$ cat src/rtl/serial_par_multiplier_n.sv
// Serial-parallel unsigned multiplier.
// y is captured in parallel on start; x arrives LSB first under x_valid/x_ready.
// The product streams out LSB first on pbit and is presented as a held
// parallel word with a one-cycle done pulse when the last bit is produced.
//
// state | meaning
// ------+----------------------------------------------------------
// IDLE  | waiting for start; product holds the last completed result
// RUN   | consuming XW serial x bits, one per accepted handshake
// FLUSH | shifting the YW upper product bits out of hi
module serial_par_multiplier_n #(
  parameter int YW = 4,
  parameter int XW = 8
) (
  input  logic             clk,
  input  logic             rst,
  input  logic             start,
  input  logic [YW-1:0]    y,
  input  logic             x,
  input  logic             x_valid,
  output logic             x_ready,
  output logic             busy,
  output logic             pbit,
  output logic             pbit_valid,
  output logic [XW+YW-1:0] product,
  output logic             done
);

  localparam int PW   = XW + YW;
  localparam int CMAX = (XW > YW) ? XW : YW;
  localparam int CW   = $clog2(CMAX + 1);

  typedef enum logic [1:0] {
    IDLE  = 2'd0,
    RUN   = 2'd1,
    FLUSH = 2'd2
  } state_t;

  state_t          state_q, state_d;
  logic [YW-1:0]   y_reg;
  logic [YW-1:0]   hi;
  logic [PW-1:0]   res;
  logic [CW-1:0]   cnt;
  logic [YW:0]     sum;
  logic            run_last;
  logic            flush_last;

  // Partial-sum adder: one extra bit so the carry lands in the new hi MSB.
  always_comb begin
    sum = {1'b0, hi} + (x ? {1'b0, y_reg} : {(YW+1){1'b0}});
  end

  // Next-state decode and handshake/status outputs.
  always_comb begin
    state_d    = state_q;
    x_ready    = 1'b0;
    busy       = 1'b0;
    run_last   = (cnt == CW'(XW - 1));
    flush_last = (cnt == CW'(YW - 1));
    case (state_q)
      IDLE: begin
        if (start) state_d = RUN;
      end
      RUN: begin
        x_ready = 1'b1;
        busy    = 1'b1;
        if (x_valid && run_last) state_d = FLUSH;
      end
      FLUSH: begin
        busy = 1'b1;
        if (flush_last) state_d = IDLE;
      end
      default: state_d = IDLE;
    endcase
  end

  // State register.
  always_ff @(posedge clk) begin
    if (rst) state_q <= IDLE;
    else     state_q <= state_d;
  end

  // Datapath: operand capture, shift-add step, flush shift and result hold.
  always_ff @(posedge clk) begin
    if (rst) begin
      y_reg      <= '0;
      hi         <= '0;
      res        <= '0;
      cnt        <= '0;
      pbit       <= 1'b0;
      pbit_valid <= 1'b0;
      product    <= '0;
      done       <= 1'b0;
    end else begin
      pbit_valid <= 1'b0;
      done       <= 1'b0;
      case (state_q)
        IDLE: begin
          if (start) begin
            y_reg <= y;
            hi    <= '0;
            res   <= '0;
            cnt   <= '0;
          end
        end
        RUN: begin
          if (x_valid) begin
            pbit       <= sum[0];
            pbit_valid <= 1'b1;
            hi         <= sum[YW:1];
            res        <= {sum[0], res[PW-1:1]};
            cnt        <= run_last ? '0 : cnt + 1'b1;
          end
        end
        FLUSH: begin
          pbit       <= hi[0];
          pbit_valid <= 1'b1;
          hi         <= hi >> 1;
          res        <= {hi[0], res[PW-1:1]};
          cnt        <= cnt + 1'b1;
          if (flush_last) begin
            product <= {hi[0], res[PW-1:1]};
            done    <= 1'b1;
            cnt     <= '0;
          end
        end
        default: ;
      endcase
    end
  end

endmodule

$ cat config.mk
export PLATFORM = sky130hd
export DESIGN_NAME = serial_par_multiplier_n
export DESIGN_NICKNAME = d
export VERILOG_FILES = /design/src/rtl/serial_par_multiplier_n.sv
export SDC_FILE = /design/constraint.sdc
export NUM_CORES = 1
export LEC_CHECK = 0
export ABC_AREA = 1
export ABC_CLOCK_PERIOD_IN_PS = 1700
export CAP_MARGIN = 5
export CELL_PAD_IN_SITES_DETAIL_PLACEMENT = 1
export CELL_PAD_IN_SITES_GLOBAL_PLACEMENT = 2
export CORE_MARGIN = 5
export CORE_UTILIZATION = 31
export DETAILED_ROUTE_END_ITERATION = 16
export GPL_ROUTABILITY_DRIVEN = 0
export PLACE_DENSITY_LB_ADDON = 0.1
export SETUP_SLACK_MARGIN = 0.4
export SLEW_MARGIN = 20
export SYNTH_ARGS = -nofsm -noshare
export SYNTH_HDL_FRONTEND = slang
export SYNTH_SLANG_ARGS = --single-unit
$ cat constraint.sdc
create_clock -name clk -period 1.7 [get_ports clk]
set_input_delay 0.17 -clock clk [delete_from_list [all_inputs] [get_ports clk]]
set_output_delay 0.17 -clock clk [all_outputs]
set_load 0.03 [all_outputs]
==> impl_metrics.json, run 1 <==
{
  "initial_utilization_pct": 31.7,
  "drc": 0,
  "clockBufferDepth": 2,
  "cp_slowest_cell": "dfxtp_4",
  "maxCapViolCount": 0,
  "gr-total-overflow": 0,
  "critPathKind": "reg -> reg",
  "die-area_um2": 7660,
  "r2r_slack_ps": 150,
  "grt_use_total_pct": 13.9,
  "start_kind": "flop",
  "clock-sinks": 40,
  "hold_violations": 0,
  "core_area_um2": 5890,
  "cts_buffers": 5,
  "final-max-slew-violation-count": 0,
  "largest_reg_flops": 12,
  "cts_tree": "yes",
  "synth_seq_area_share_pct": 43.0,
  "drt_iter0_drc": 52,
  "worst_skew_pair.late_latency_ps": 290,
  "dp_hpwl_um": 3230,
  "final_core_util_pct": 47.8,
  "ios": 26,
  "rsz0062_at_grt": "true",
  "cp.arrival_ps": 1740,
  "fp.dieH_um": 87.5,
  "chipWidth_um": 87.5,
  "hold_path_end": "product[6]$_SDFFE_PP0P_",
  "tightestPinTransition_ps": 453,
  "max_freq_mhz": 643,
  "status": "complete, no violations",
  "dr_total_vias": 1783,
  "hold_depth": 2,
  "post-route-min-period_ps": 1550,
  "routed_wl_um": 5490,
  "num-nets-final": 318,
  "reg2regPathDepth": 10,
  "syn-cell-area_um2": 1860,
  "rows": 28,
  "first_global_vias": 1780,
  "syn_avg_cell_area_um2": 7.70,
  "fin_skew_ps": 5.25,
  "viasPerCell": 4.77,
  "r2r-start": "state_q[1]$_SDFFE_PP0P_",
  "critical_path_required_ps": 1880,
  "ys_ff_latch": 40,
  "reg_top3": "product: 12 flops, res: 11 flops",
  "critPathMaxFanout": 8,
  "area_growth_pct": 51.1,
  "top_register": "product",
  "power_density_nw_per_um2": 1380,
  "portBuffers": 25,
  "crit_top_cell": "nand2_4",
  "ys_types": 25,
  "num_antenna_cells": 0,
  "dr.pass1.iters": 4,
  "cellLeakagePower_nw": 1.17,
  "yosysWarnings": 0,
  "hold_class": "reg -> reg",
  "hp-start": "product[6]$_SDFFE_PP0P_",
  "detail-route-antenna-nets": 0,
  "antenna_found_initial": 0,
  "crit_chain": "inv_4 -> ha_4 -> nand2_4 -> nand2_4 -> nor2_4 -> clkinv_4 -> buf_4 -> buf_6 -> a21oi_2 -> nor2_1",
  "timing.rr.end": "res[3]$_SDFFE_PP0P_",
  "post-route-period-util_pct": 91.5,
  "setup_violations": 0,
  "clockRootBuffer": "clkbuf_8",
  "synthesis.nets": 262,
  "wl_per_cell_um": 14.7,
  "critPathMaxStageDelay_ps": 380,
  "grt_max_degree": 21,
  "synth_cells": 242,
  "critPathCaptureType": "flop",
  "cts_htree_levels": 2,
  "grt_pass1_wl_um": 8370,
  "holdWs_ps": 461,
  "maxSlewHeadroom_pct": 69.8,
  "layout-drive-gt1-share_pct": 36.5,
  "peakVddDrop_mv": 0.777,
  "path_clk_slew_ps": 80
}
## area by class of cell
type	instances	area, um2
multi-input combinational	170	1120
timing repair inverter	1	7.51
timing repair buffer	60	562
sequential	40	816
clock buffer	7	96.3
tap	75	93.8
inverter	20	91.3
clock inverter	1	30.0
fill	721	3070
## report_power, final
part           internal (mW)  switching, mW  total (mW)
Clock                  0.518          0.333       0.852
Sequential              1.05         0.0918        1.14
Combinational          0.894          0.993        1.89
Total                   2.46           1.42        3.88
## worst max-delay path: cells and delay by family (launching register included)
family	cells	cell delay (ps)
fa+ha+maj	1	180
simple gates	4	350
flops	1	380
buf+inv	4	430
compound gates	1	100
## what timing repair did
item | in CTS | in global routing
hold buffers | 0 | 0
pin swaps | 13 | 16
cloned | 3 | 1
endpoints found under the setup margin | 51 | 37
setup buffers | 13 | 11
resized for setup | 70 | 45
## layout by cell type, fill, tap and decap left out, types with 5 or more instances in the layout
| cell | netlist | final |
|---|---|---|
| o21ai_0 | 13 | 6 |
| buf_6 | 2 | 11 |
| nor2_1 | 20 | 15 |
| clkdlybuf4s50_1 | 0 | 7 |
| clkbuf_8 | 0 | 7 |
| inv_1 | 19 | 13 |
| dfxtp_1 | 40 | 34 |
| nand3_1 | 13 | 11 |
| nand2_1 | 63 | 50 |
| a21oi_2 | 4 | 14 |
| dlygate4sd2_1 | 0 | 16 |
| ha_4 | 0 | 5 |
| buf_4 | 2 | 23 |
| nand2_2 | 0 | 10 |
| a21oi_1 | 31 | 21 |
## per-layer routing
layer | routed length (um) | global-route usage, % | share of wire, % | vias to the layer above
met5 | 0 | 0 | 0 | -
met4 | 29 | 3.77 | 0.53 | 0
met3 | 144 | 2.55 | 2.6 | 2
met1 | 2620 | 18.8 | 48 | 868
li1 | - | - | - | 896
met2 | 2700 | 22.7 | 49 | 17
## worst max-delay path by stage
stage          slack (ps)                     from                  end
6_report              150  state_q[1]$_SDFFE_PP0P_  res[3]$_SDFFE_PP0P_
5_1_grt                50  state_q[1]$_SDFFE_PP0P_   hi[3]$_SDFFE_PP0P_
4_1_cts               220    y_reg[0]$_SDFFE_PP0P_   hi[0]$_SDFFE_PP0P_
3_5_place_dp         -160                        x   hi[1]$_SDFFE_PP0P_
3_3_place_gp         -120                        x   hi[3]$_SDFFE_PP0P_
2_1_floorplan         160  state_q[1]$_SDFFE_PP0P_  res[3]$_SDFFE_PP0P_
## metrics by stage
| step | instances | cell area [um2] | setup slack (ps) | power [mW] | setup TNS (ps) |
|---|---|---|---|---|---|
| floorplan | 242 | 1900 | 161 | 2.06 | 0 |
| finish | 374 | 2820 | 145 | 3.88 | 0 |
| global placement | 338 | 2220 | -124 | 2.27 | -429 |
| global route | 374 | 2820 | 45.5 | 4.11 | 0 |
| CTS | 362 | 2570 | 223 | 3.53 | 0 |
| detailed placement | 338 | 2220 | -158 | 2.27 | -560 |
## cell usage after synthesis (all sizes together)
| cell | number | share of area, % |
|---|---|---|
| o2111a | 1 | 0.60 |
| nand3 | 13 | 3.5 |
| buf | 8 | 3.9 |
| o21ai | 14 | 3.8 |
| nand2 | 65 | 14 |
| clkbuf | 4 | 0.81 |
| a21oi | 35 | 10 |
| ha | 10 | 6.7 |
| inv | 20 | 4.2 |
| a22o | 1 | 0.47 |
| dfxtp | 40 | 43 |
| xor2 | 1 | 0.47 |
| fa | 1 | 1.1 |
| a31oi | 1 | 0.34 |
| nor3 | 4 | 1.1 |
| nor2 | 22 | 5.2 |
| nand3b | 2 | 0.81 |
## cell families after synthesis
family | synth area share (%)
and+or+nand+nor | 24.5
AOI/OAI and AO/OA | 15.4
DFF | 43.0
buffers and inverters | 8.86
adders and majority gates | 7.79
xor gates and xnor gates | 0.470
No activity file was read; power rests on OpenSTA's default activity.
==> run 2: changes to the inputs <==
--- a/config.mk
+++ b/config.mk
@@ -10,6 +10,7 @@
 export CAP_MARGIN = 5
 export CELL_PAD_IN_SITES_DETAIL_PLACEMENT = 1
 export CELL_PAD_IN_SITES_GLOBAL_PLACEMENT = 2
+export CORE_ASPECT_RATIO = 1.4
 export CORE_MARGIN = 5
 export CORE_UTILIZATION = 31
 export DETAILED_ROUTE_END_ITERATION = 16
==> run 2 against run 1 <==
  * Worst hold slack barely moved
  * Clock skew is 1.6 ps higher
  * Clock-buffer cell count down 2
  * First-iteration DRC count fell by 50%
  * Cell count decreased by 1.3%
  * Fmax up 5.6%
  * Routed wire length decreased by 8.2%
  * Power decreased by 6.1%
  * Cell area is 0.76% lower
  * Worst setup slack better by 83 ps
  * Critical path type unchanged
  * Critical endpoint unchanged
  * Largest cell class unchanged
  * Highest routed layer unchanged
==> impl_metrics.json, run 2 (synthesis results as in run 1) <==
{
  "design_area_um2": 2790,
  "grt_pass1_wl_um": 8270,
  "portBuffers": 25,
  "power_density_nw_per_um2": 1300,
  "hold_class": "reg -> reg",
  "hp-start": "res[1]$_SDFFE_PP0P_",
  "largest_reg_flops": 12,
  "crit_buf_inv": 4,
  "critPathCaptureType": "flop",
  "cts_tree": "yes",
  "critPathMaxStageDelay_ps": 370,
  "start_kind": "flop",
  "detail-route-antenna-nets": 0,
  "clockRootBuffer": "clkbuf_8",
  "layout_setup_ws_ps": 228,
  "rsz0062_at_grt": "true",
  "setup-tns-final_ps": 0,
  "final_common_cell": "nand2_1",
  "placed_area_um2": 2240,
  "max_freq_mhz": 679,
  "critPathMaxFanout": 8,
  "worst_skew_pair.late_latency_ps": 290,
  "chipWidth_um": 75.5,
  "post-route-period-util_pct": 86.6,
  "reg2regPathDepth": 10,
  "timing.rr.end": "res[3]$_SDFFE_PP0P_",
  "area_growth_pct": 50.0,
  "maxCapViolCount": 0,
  "viasPerCell": 4.69,
  "critical_path_required_ps": 1890,
  "crit_chain": "inv_4 -> ha_4 -> nand2_4 -> nand2_4 -> nor2_4 -> clkinv_4 -> buf_4 -> buf_6 -> a21oi_2 -> nor2_1",
  "tightestPinTransition_ps": 383,
  "core_area_um2": 5860,
  "peakVddDrop_mv": 0.842,
  "fin_skew_ps": 6.82,
  "maxSlewHeadroom_pct": 74.5,
  "cellLeakagePower_nw": 1.16,
  "reg_top3": "product: 12 flops, res: 11 flops",
  "dr.pass1.iters": 3,
  "preCtsSetupSlack_ps": -144,
  "clock-sinks": 40,
  "fp.dieH_um": 102,
  "hold_violations": 0,
  "final-max-slew-violation-count": 0,
  "nFillCells": 694,
  "hold_path_end": "product[0]$_SDFFE_PP0P_",
  "holdWs_ps": 461,
  "cts_htree_levels": 2,
  "crit_top_cell": "nand2_4",
  "dr_total_vias": 1732,
  "cts_buffers": 5,
  "gr-total-overflow": 0,
  "rows": 33,
  "status": "complete, no violations",
  "drc": 0,
  "post-route-min-period_ps": 1470,
  "drt_iter0_drc": 26,
  "initial_utilization_pct": 31.8,
  "grt_use_total_pct": 14.1,
  "path_clk_slew_ps": 80,
  "top_register": "product",
  "hold_depth": 2,
  "routed_wl_um": 5040,
  "cp.arrival_ps": 1660,
  "num-nets-final": 318,
  "critical-path-top-delay-family": "buffers and inverters",
  "setup_violations": 0,
  "ios": 26,
  "first_global_vias": 1784,
  "die-area_um2": 7680,
  "antenna_found_initial": 0,
  "r2r_slack_ps": 230,
  "critPathKind": "reg -> reg",
  "final_cell_mix": "nand2_1 (46), dfxtp_1 (37), a21oi_1 (24)",
  "clockBufferDepth": 2,
  "wl_per_cell_um": 13.7,
  "dp_hpwl_um": 3400,
  "r2r-start": "state_q[1]$_SDFFE_PP0P_",
  "num_antenna_cells": 0,
  "cp_slowest_cell": "dfxtp_2",
  "grt_max_degree": 16,
  "layout-drive-gt1-share_pct": 35.5
}
## run 2: changes by cell type in the layout (fill, tap and decap cells not counted), moves of 3 or more
cell	change
nand2_1	-4
o21ai_2	-3
a21oi_1	+3
buf_6	-4
o21ai_0	+4
buf_12	+3
nand2_2	+4
a21oi_2	-3
dfxtp_1	+3
## run 2: tightest hold or removal path, cell delays in order (launching register included)
cell	delay, ps
dfxtp_1	310
nand2_1	60
a21oi_1	50
## run 2: per-stage QoR
stage	utilization (%)	power, mW	std cells
2_1_floorplan	-	2.06	242
3_3_place_gp	38.2	2.29	335
3_5_place_dp	38.2	2.30	335
4_1_cts	44.7	3.40	360
5_1_grt	47.7	3.87	369
6_report	47.7	3.64	369
## run 2: worst max-delay path by stage
stage / startpoint / to / cells past startpoint
after floorplan: state_q[1]$_SDFFE_PP0P_ / res[3]$_SDFFE_PP0P_ / 11
after global placement: x / hi[3]$_SDFFE_PP0P_ / 10
after detailed placement: x / hi[1]$_SDFFE_PP0P_ / 10
after CTS: state_q[0]$_SDFFE_PP0P_ / busy / 3
after global routing: state_q[1]$_SDFFE_PP0P_ / cnt[3]$_SDFFE_PP0P_ / 9
final: state_q[1]$_SDFFE_PP0P_ / res[3]$_SDFFE_PP0P_ / 10
## run 2: layout make-up
class                      count  area [um2]  area share (%)
timing repair buffer          60         604            21.6
inverter                      20        91.3            3.27
sequential                    40         807            28.9
multi-input combinational    170        1110            39.7
clock inverter                 3        18.8           0.672
tap                           70        87.6            3.13
clock buffer                   5        68.8            2.46
timing repair inverter         1        7.51           0.269
## run 2: report_power, final
group / switching (mW) / internal [mW] / total, mW / leakage [nW]
clock network: 0.351 / 0.286 / 0.638 / 0.0479
logic: 0.949 / 0.922 / 1.87 / 0.787
registers: 0.0889 / 1.04 / 1.13 / 0.326
## run 2: repair_timing
item	4_1_cts	5_1_grt
buffers inserted	14	9
resized for setup	67	33
endpoints found under the hold margin	0	0
cloned	3	0
setup endpoints to repair	51	36
hold buffers	0	0
pin swaps	25	26
## run 2: routing by layer
layer  track usage, %  share of wire, %  wire (um)
met4             4.44               1.4         73
met1             14.7                39       1950
met3             2.98               3.0        149
met2             27.0                57       2870
met5                0                 0          0
==> run 3: changes to the inputs <==
--- a/config.mk
+++ b/config.mk
@@ -6,7 +6,6 @@
 export NUM_CORES = 1
 export LEC_CHECK = 0
 export ABC_AREA = 1
-export ABC_CLOCK_PERIOD_IN_PS = 1700
 export CAP_MARGIN = 5
 export CELL_PAD_IN_SITES_DETAIL_PLACEMENT = 1
 export CELL_PAD_IN_SITES_GLOBAL_PLACEMENT = 2
==> results of run 3 <==
Same layout as run 2: the final DEF is identical, and so are final timing and power.
